`config.mk`:
```
export PLATFORM = sky130hd
export DESIGN_NAME = uart_rx
export DESIGN_NICKNAME = d
export VERILOG_FILES = /design/src/rtl/uart_rx.sv
export SDC_FILE = /design/constraint.sdc
export NUM_CORES = 1
export LEC_CHECK = 0
export ABC_CLOCK_PERIOD_IN_PS = 2050
export CAP_MARGIN = 20
export CELL_PAD_IN_SITES_DETAIL_PLACEMENT = 1
export CELL_PAD_IN_SITES_GLOBAL_PLACEMENT = 1
export CORE_UTILIZATION = 48
export CTS_BUF_LIST = sky130_fd_sc_hd__clkbuf_8
export CTS_CLUSTER_SIZE = 24
export DETAILED_ROUTE_END_ITERATION = 16
export PLACE_DENSITY = 0.87
export SETUP_SLACK_MARGIN = 0.5
export SYNTH_ARGS = -nofsm -noshare
export SYNTH_HDL_FRONTEND = slang
export SYNTH_SLANG_ARGS = --single-unit
```
`constraint.sdc`:
```
create_clock -name clk -period 2.05 [get_ports clk]
set_clock_uncertainty 0.1 [all_clocks]
set_input_delay 0.5125 -clock clk [delete_from_list [all_inputs] [get_ports clk]]
set_output_delay 0.5125 -clock clk [all_outputs]
set_load 0.1 [all_outputs]
```
`src/rtl/uart_rx.sv`:
```
// 8N1 asynchronous serial receiver with mid-bit sampling and stop-bit checking.
// Define UART_RX_PARITY_EN to insert an even-parity bit between data and stop.
module uart_rx #(
  parameter int CLK_FREQ  = 50_000_000,
  parameter int BAUD_RATE = 115200
) (
  input  logic       clk,
  input  logic       reset_n,
  input  logic       uart_rxd,
  output logic       uart_rx_done,
  output logic [7:0] uart_rx_data_o,
  output logic       uart_rx_frame_err,
  output logic       uart_rx_busy
);

  localparam int BAUD_DIV = CLK_FREQ / BAUD_RATE;
  localparam int HALF     = BAUD_DIV / 2;
  localparam int CW       = $clog2(BAUD_DIV);
  localparam logic [CW-1:0] CNT_LAST = CW'(BAUD_DIV - 1);
  localparam logic [CW-1:0] CNT_HALF = CW'(HALF - 1);

  typedef enum logic [2:0] {IDLE, START, DATA, PARITY, STOP} state_t;

  state_t          state_reg;
  logic [CW-1:0]   cnt_reg;
  logic [2:0]      bit_idx_reg;
  logic [7:0]      shift_reg;
  logic            rx_meta_reg;
  logic            rx_sync_reg;
  logic            rx_sync_d_reg;
`ifdef UART_RX_PARITY_EN
  logic            par_err_reg;
`endif

  assign uart_rx_busy = (state_reg != IDLE);

  always_ff @(posedge clk or negedge reset_n) begin
    if (!reset_n) begin
      state_reg         <= IDLE;
      cnt_reg           <= '0;
      bit_idx_reg       <= '0;
      shift_reg         <= '0;
      rx_meta_reg       <= 1'b1;
      rx_sync_reg       <= 1'b1;
      rx_sync_d_reg     <= 1'b1;
      uart_rx_data_o    <= '0;
      uart_rx_done      <= 1'b0;
      uart_rx_frame_err <= 1'b0;
`ifdef UART_RX_PARITY_EN
      par_err_reg       <= 1'b0;
`endif
    end else begin
      rx_meta_reg       <= uart_rxd;
      rx_sync_reg       <= rx_meta_reg;
      rx_sync_d_reg     <= rx_sync_reg;
      uart_rx_done      <= 1'b0;
      uart_rx_frame_err <= 1'b0;
      // Saturating count; every branch below that samples a bit clears it.
      if (cnt_reg != CNT_LAST)
        cnt_reg <= cnt_reg + 1'b1;

      case (state_reg)
        IDLE: begin
          cnt_reg <= '0;
          if (!rx_sync_reg && rx_sync_d_reg)
            state_reg <= START;
        end
        START: begin
          if (cnt_reg == CNT_HALF) begin
            cnt_reg     <= '0;
            bit_idx_reg <= '0;
            state_reg   <= rx_sync_reg ? IDLE : DATA;
          end
        end
        DATA: begin
          if (cnt_reg == CNT_LAST) begin
            cnt_reg     <= '0;
            shift_reg   <= {rx_sync_reg, shift_reg[7:1]};
            bit_idx_reg <= bit_idx_reg + 3'd1;
            if (bit_idx_reg == 3'd7) begin
`ifdef UART_RX_PARITY_EN
              state_reg <= PARITY;
`else
              state_reg <= STOP;
`endif
            end
          end
        end
`ifdef UART_RX_PARITY_EN
        PARITY: begin
          if (cnt_reg == CNT_LAST) begin
            cnt_reg     <= '0;
            par_err_reg <= ^{shift_reg, rx_sync_reg};
            state_reg   <= STOP;
          end
        end
`endif
        STOP: begin
          if (cnt_reg == CNT_LAST) begin
            cnt_reg   <= '0;
            state_reg <= IDLE;
`ifdef UART_RX_PARITY_EN
            if (rx_sync_reg && !par_err_reg) begin
`else
            if (rx_sync_reg) begin
`endif
              uart_rx_data_o <= shift_reg;
              uart_rx_done   <= 1'b1;
            end else begin
              uart_rx_frame_err <= 1'b1;
            end
          end
        end
        default: begin
          cnt_reg   <= '0;
          state_reg <= IDLE;
        end
      endcase
    end
  end

endmodule
```
; Yosys cells after proc, flatten, opt, wreduce, memory -nomap -nowiden
; Cells that the tools add are included.
[totals]
out_inout_bits = 11
inputBits = 3
register_bits = 36
word_cells = 54
[op_classes]
reduce_logical = 10
eq_ne = 12
addsub = 2
muxes = 20
[op_table]
columns = op, count
row1 = 2-to-1 mux 9 bit, 3
row2 = 2-to-1 mux 3 bit, 7
row3 = one-hot mux 9 bit (2 select lines), 1
row4 = one-hot mux 3 bit (4 select lines), 1
row5 = "inequality test 2 bit, second input constant", 5
row6 = "adder 9 x 1 -> 9 bit, second input constant", 1
row7 = "== test 9 x 8 -> 1 bit, second input constant", 1
row8 = "== test 9 bit, second input constant", 1
row9 = "inequality test 9 bit, second input constant", 1
row10 = "== test 3 bit, second input constant", 2
row11 = 2-to-1 mux 1 bit, 6
row12 = one-hot mux 3 bit (2 select lines), 1
row13 = AND reduction 3 bit, 2
row14 = AND reduction 5 bit, 1
row15 = "adder 3 x 1 -> 3 bit, second input constant", 1
row16 = "== test 3 x 1 -> 1 bit, second input constant", 1
row17 = "== test 3 x 2 -> 1 bit, second input constant", 1
row18 = zero test 3 bit, 1
row19 = nonzero test 3 bit, 1
row20 = 2-to-1 mux 2 bit, 1
row21 = AND reduction 2 bit, 1
row22 = nonzero test 2 bit, 1
row23 = OR reduction 2 bit, 1
row24 = logical AND 1 bit, 1
row25 = zero test 1 bit, 1

; Longest topological paths before layout
[logic_depth]
ltp_word = 4
depth_mapped = 8
depth_no_buf = 8

; Worst setup path after synthesis
; No wires, ideal clock.
[synth_timing]
kind = register -> output
startpoint = register state_reg[1]
endpoint = output port uart_rx_busy
stages_incl_launch_ff = 4
setup_slack_ns = 0.154
t_required_ns = 1.437
t_arrival_ns = 1.284
cell_sequence = dfrtp_1 > buf_4 > nor2_1 > nand2_1
[synth_via]
elab_chain_len = 1
[synth_rtl]
columns = element, line
row1 = "start, declared", 24  ; state_t state_reg;
row2 = "start signal, assigned", 72  ; state_reg <= rx_sync_reg ? IDLE : DATA;
row3 = nonzero test 3 bit, 35  ; assign uart_rx_busy = (state_reg != IDLE);
row4 = "end, declared", 13  ; output logic uart_rx_busy
; No other way between the ends.

; Worst setup path in the final report
[layout_timing]
startpoint = register cnt_reg[1]
endpoint = register cnt_reg[8]
[layout_via]
elab_chain_len = 4
word_cells_on_any_way = 8
classes_between = 1 x add/sub / 3 x eq/ne / 4 x mux
[layout_rtl]
columns = element, line
row1 = "start, declared", 25  ; logic [CW-1:0] cnt_reg;
row2 = "start signal, assigned", 60  ; cnt_reg <= cnt_reg + 1'b1;
row3 = adder 9 x 1 -> 9 bit or inequality test 9 bit (tied branches), "60, 59"
row4 = 2-to-1 mux 9 bit, 59  ; if (cnt_reg != CNT_LAST)
row5 = 2-to-1 mux 9 bit (on tied branches), "76, 99, 69"
row6 = one-hot mux 9 bit (2 select lines) (*), 62  ; case (state_reg)
; Every way passes the cells marked *; elsewhere a longest branch is shown, timed or not.
; A chain may end at the register's enable or synchronous reset.

==> flow_summary.yaml <==
status:
  status: "complete, no violations"
detailed_routing:
  drt_pass1_iterations: 4
  vias: 1272
  wl_um: 6000
  ant_nets: 0
  wl_per_cell_um: 28.4
  drc: 0
  drt_iter0_drc: 90
  post_drt_via_cell_ratio: 6.03
placed_design:
  dpl.hpwl_um: 2610
  place_ws_ns: 0.182
  port_buffers: 13
  place_congestion: 0.767
synth:
  synth_commonest_cells: "dfrtp_1, mux2_2, nor2_1"
  synth_area_per_cell_um2: 13.0
  ys_seq_area_frac: 0.560
  yosys_warnings: 0
  yosys.area.top_type_share: 0.511
  yosysMostFrequentCell: "dfrtp_1"
  synth_cells: 124
  ys_ff_latch: 36
  yosys-top-cells-area: "dfrtp_1, mux2_2, dfstp_2, ha_1, nor2_1"
  synthFlopType: "dfrtp_1"
  synthArstFlopShare: 1.00
  synth_cell_type_count: 37
  syn-num-nets: 133
  netlist_area_mm2: 0.00162
  synth_top_area_cell: "dfrtp_1"
  synth-edff-count: 0
worst_setup_path:
  critPathMaxStageDelay_ns: 0.40
  r2r_start: "cnt_reg[1]$_DFF_PN0_"
  worstSetupPathType: "flip-flop to flip-flop"
  crit_end: "cnt_reg[8]$_DFF_PN0_"
  slowest_stage: "dfrtp_1"
  ff2ff_path_depth: 8
  r2r_slack_ns: 0.17
  crit_required_ns: 2.11
  cp_max_fo: 7
  endpoint_kind: "flip-flop"
  cp-start-kind: "flip-flop"
  arrival_ns: 1.95
  crit_chain: "inv_2, buf_6, ha_4, nor4b_4, a21oi_4, buf_6, a21oi_4, nor2_1"
  worstReg2RegEnd: "cnt_reg[8]$_DFF_PN0_"
  startpoint: "cnt_reg[1]$_DFF_PN0_"
cts:
  cts.sinks: 36
  clk_path_buf_depth: 2
  cts_tree: "built"
  h-tree-depth: 2
  ctsHoldBuffers: 0
  cts.clk_slew.worst_paths_ns: 0.08
  clk_latency_ns: 0.30
  cts_inserted_buffers: 5
  cts-root-buf: "clkbuf_8"
pwr:
  intPower_mw: 1.43
  p_leak_nw: 1.10
  powerDensity_mw_per_mm2: 943
  power.share.clock: 0.252
  pwr-share-comb: 0.373
  ir_drop_mv: 0.756
  p_sw_frac: 0.363
  seqPwrFrac: 0.375
  p_sw_uw: 815
sta:
  final-setup-viol-count: 0
  finalHoldViolations: 0
  fin_crit_sh: 0.919
  setup_ws_ns: 0.166
  slew_headroom: 0.689
  drv_slew: 0
  tightest_slew_ns: 0.464
  fmax_mhz: 531
  finalSetupTns_ns: 0
  rsz0062_at_grt: "yes"
  min_period_ns: 1.88
grt:
  grt_overflow: 0
  track_usage: 0.317
  grt_pass1_vias: 1331
  grt_pass1_wl_um: 7540
  antenna_found_initial: 0
  grt_max_degree: 16
worst_hold_path:
  min-delay-start: "rx_meta_reg$_DFF_PN1_"
  min_path_type: "flip-flop to flip-flop"
job:
  maxCapViolCount: 0
floorplan:
  die_x_um: 60.0
  fp.dieH_um: 60.0
  ios: 14
  coreArea_mm2: 0.00313
  dieArea_mm2: 0.00360
  num_rows: 20
  start_util: 0.516
final_layout:
  drive_above_1_share: 0.587
  antennaDiodeCount: 0
  largest_reg_flops: 9
  layout.nets: 175
  syn_to_final_growth_pct: 47.5
## per-layer routing
metal | global-route usage | up-vias | routed length, µm
li1 | - | 522 | -
met1 | 0.341 | 669 | 2250
met2 | 0.560 | 59 | 3230
met3 | 0.0693 | 22 | 254
met4 | 0.199 | 0 | 255
met5 | 0 | - | 0
## power by group through the flow
stage	logic, mW	registers, mW	clock network, mW
after floorplan	0.383	0.795	0
after global placement	0.482	0.815	0
after detailed placement	0.512	0.824	0
after CTS	0.690	0.823	0.557
after global routing	0.856	0.843	0.600
final	0.838	0.843	0.565
## metrics by stage
step,hold slack (ns),cells,power [mW],util,instance area (µm²)
after floorplan,0.117,124,1.18,-,1640
after global placement,0.247,183,1.30,0.623,1950
after detailed placement,0.249,183,1.34,0.623,1950
after CTS,0.263,205,2.07,0.721,2260
after global routing,0.272,211,2.30,0.762,2380
final,0.268,211,2.25,0.762,2380
## what timing repair did
item,in CTS,in global routing
setup buffers,13,6
cloned,1,0
gates resized for setup,27,22
pin swaps,15,8
setup endpoints to repair,33,33
endpoints found under the hold margin,0,0
## cells by family (layout without fill, tap and decap cells)
family,count (synthesis),after routing,share of synthesized area
AO/OA/AOI/OAI,12,12,0.0635
XOR/XNOR,7,7,0.0380
adder cells (fa/ha/maj),6,6,0.0465
buffers and inverters,7,49,0.0186
flip-flops,36,36,0.560
multiplexers,17,17,0.121
AND/OR/NAND/NOR,39,40,0.153
## area by class of cell
| type | count | area [µm²] |
|---|---|---|
| Clock buffer | 7 | 96.3 |
| Clock inverter | 1 | 3.75 |
| Fill cell | 266 | 746 |
| Inverter | 6 | 32.5 |
| Multi-Input combinational cell | 82 | 845 |
| Sequential cell | 36 | 911 |
| Tap cell | 44 | 55.1 |
| Timing Repair Buffer | 35 | 439 |
## worst min path at each step
stage	slack, ns	depth (start not counted)	end
after detailed placement	0.25	0	rx_sync_reg$_DFF_PN1_
after global placement	0.25	0	rx_sync_reg$_DFF_PN1_
final	0.27	0	rx_sync_reg$_DFF_PN1_
after floorplan	0.12	0	bit_idx_reg[0]$_DFFE_PN0P_
after CTS	0.26	0	rx_sync_reg$_DFF_PN1_
after global routing	0.27	0	rx_sync_reg$_DFF_PN1_
## cells in the final DEF (no fill, tap or decap), types with 4 or more instances in the layout
cell type / count
dfrtp_2: 5
buf_6: 7
mux2_4: 10
buf_4: 14
xnor2_1: 5
nand2_1: 5
nor2_1: 8
buf_12: 11
dfrtp_1: 28
mux2_2: 7
clkbuf_8: 7
ha_1: 4
## worst max-delay path, delay by kind of cell, from the launching register on
kind | cells | cell delay, ns
buffers and inverters | 3 | 0.35
AND/OR/NAND/NOR | 2 | 0.40
flip-flops | 1 | 0.40
AO/OA/AOI/OAI | 2 | 0.38
adder cells (fa/ha/maj) | 1 | 0.11
(Power assumes the default switching activity.)
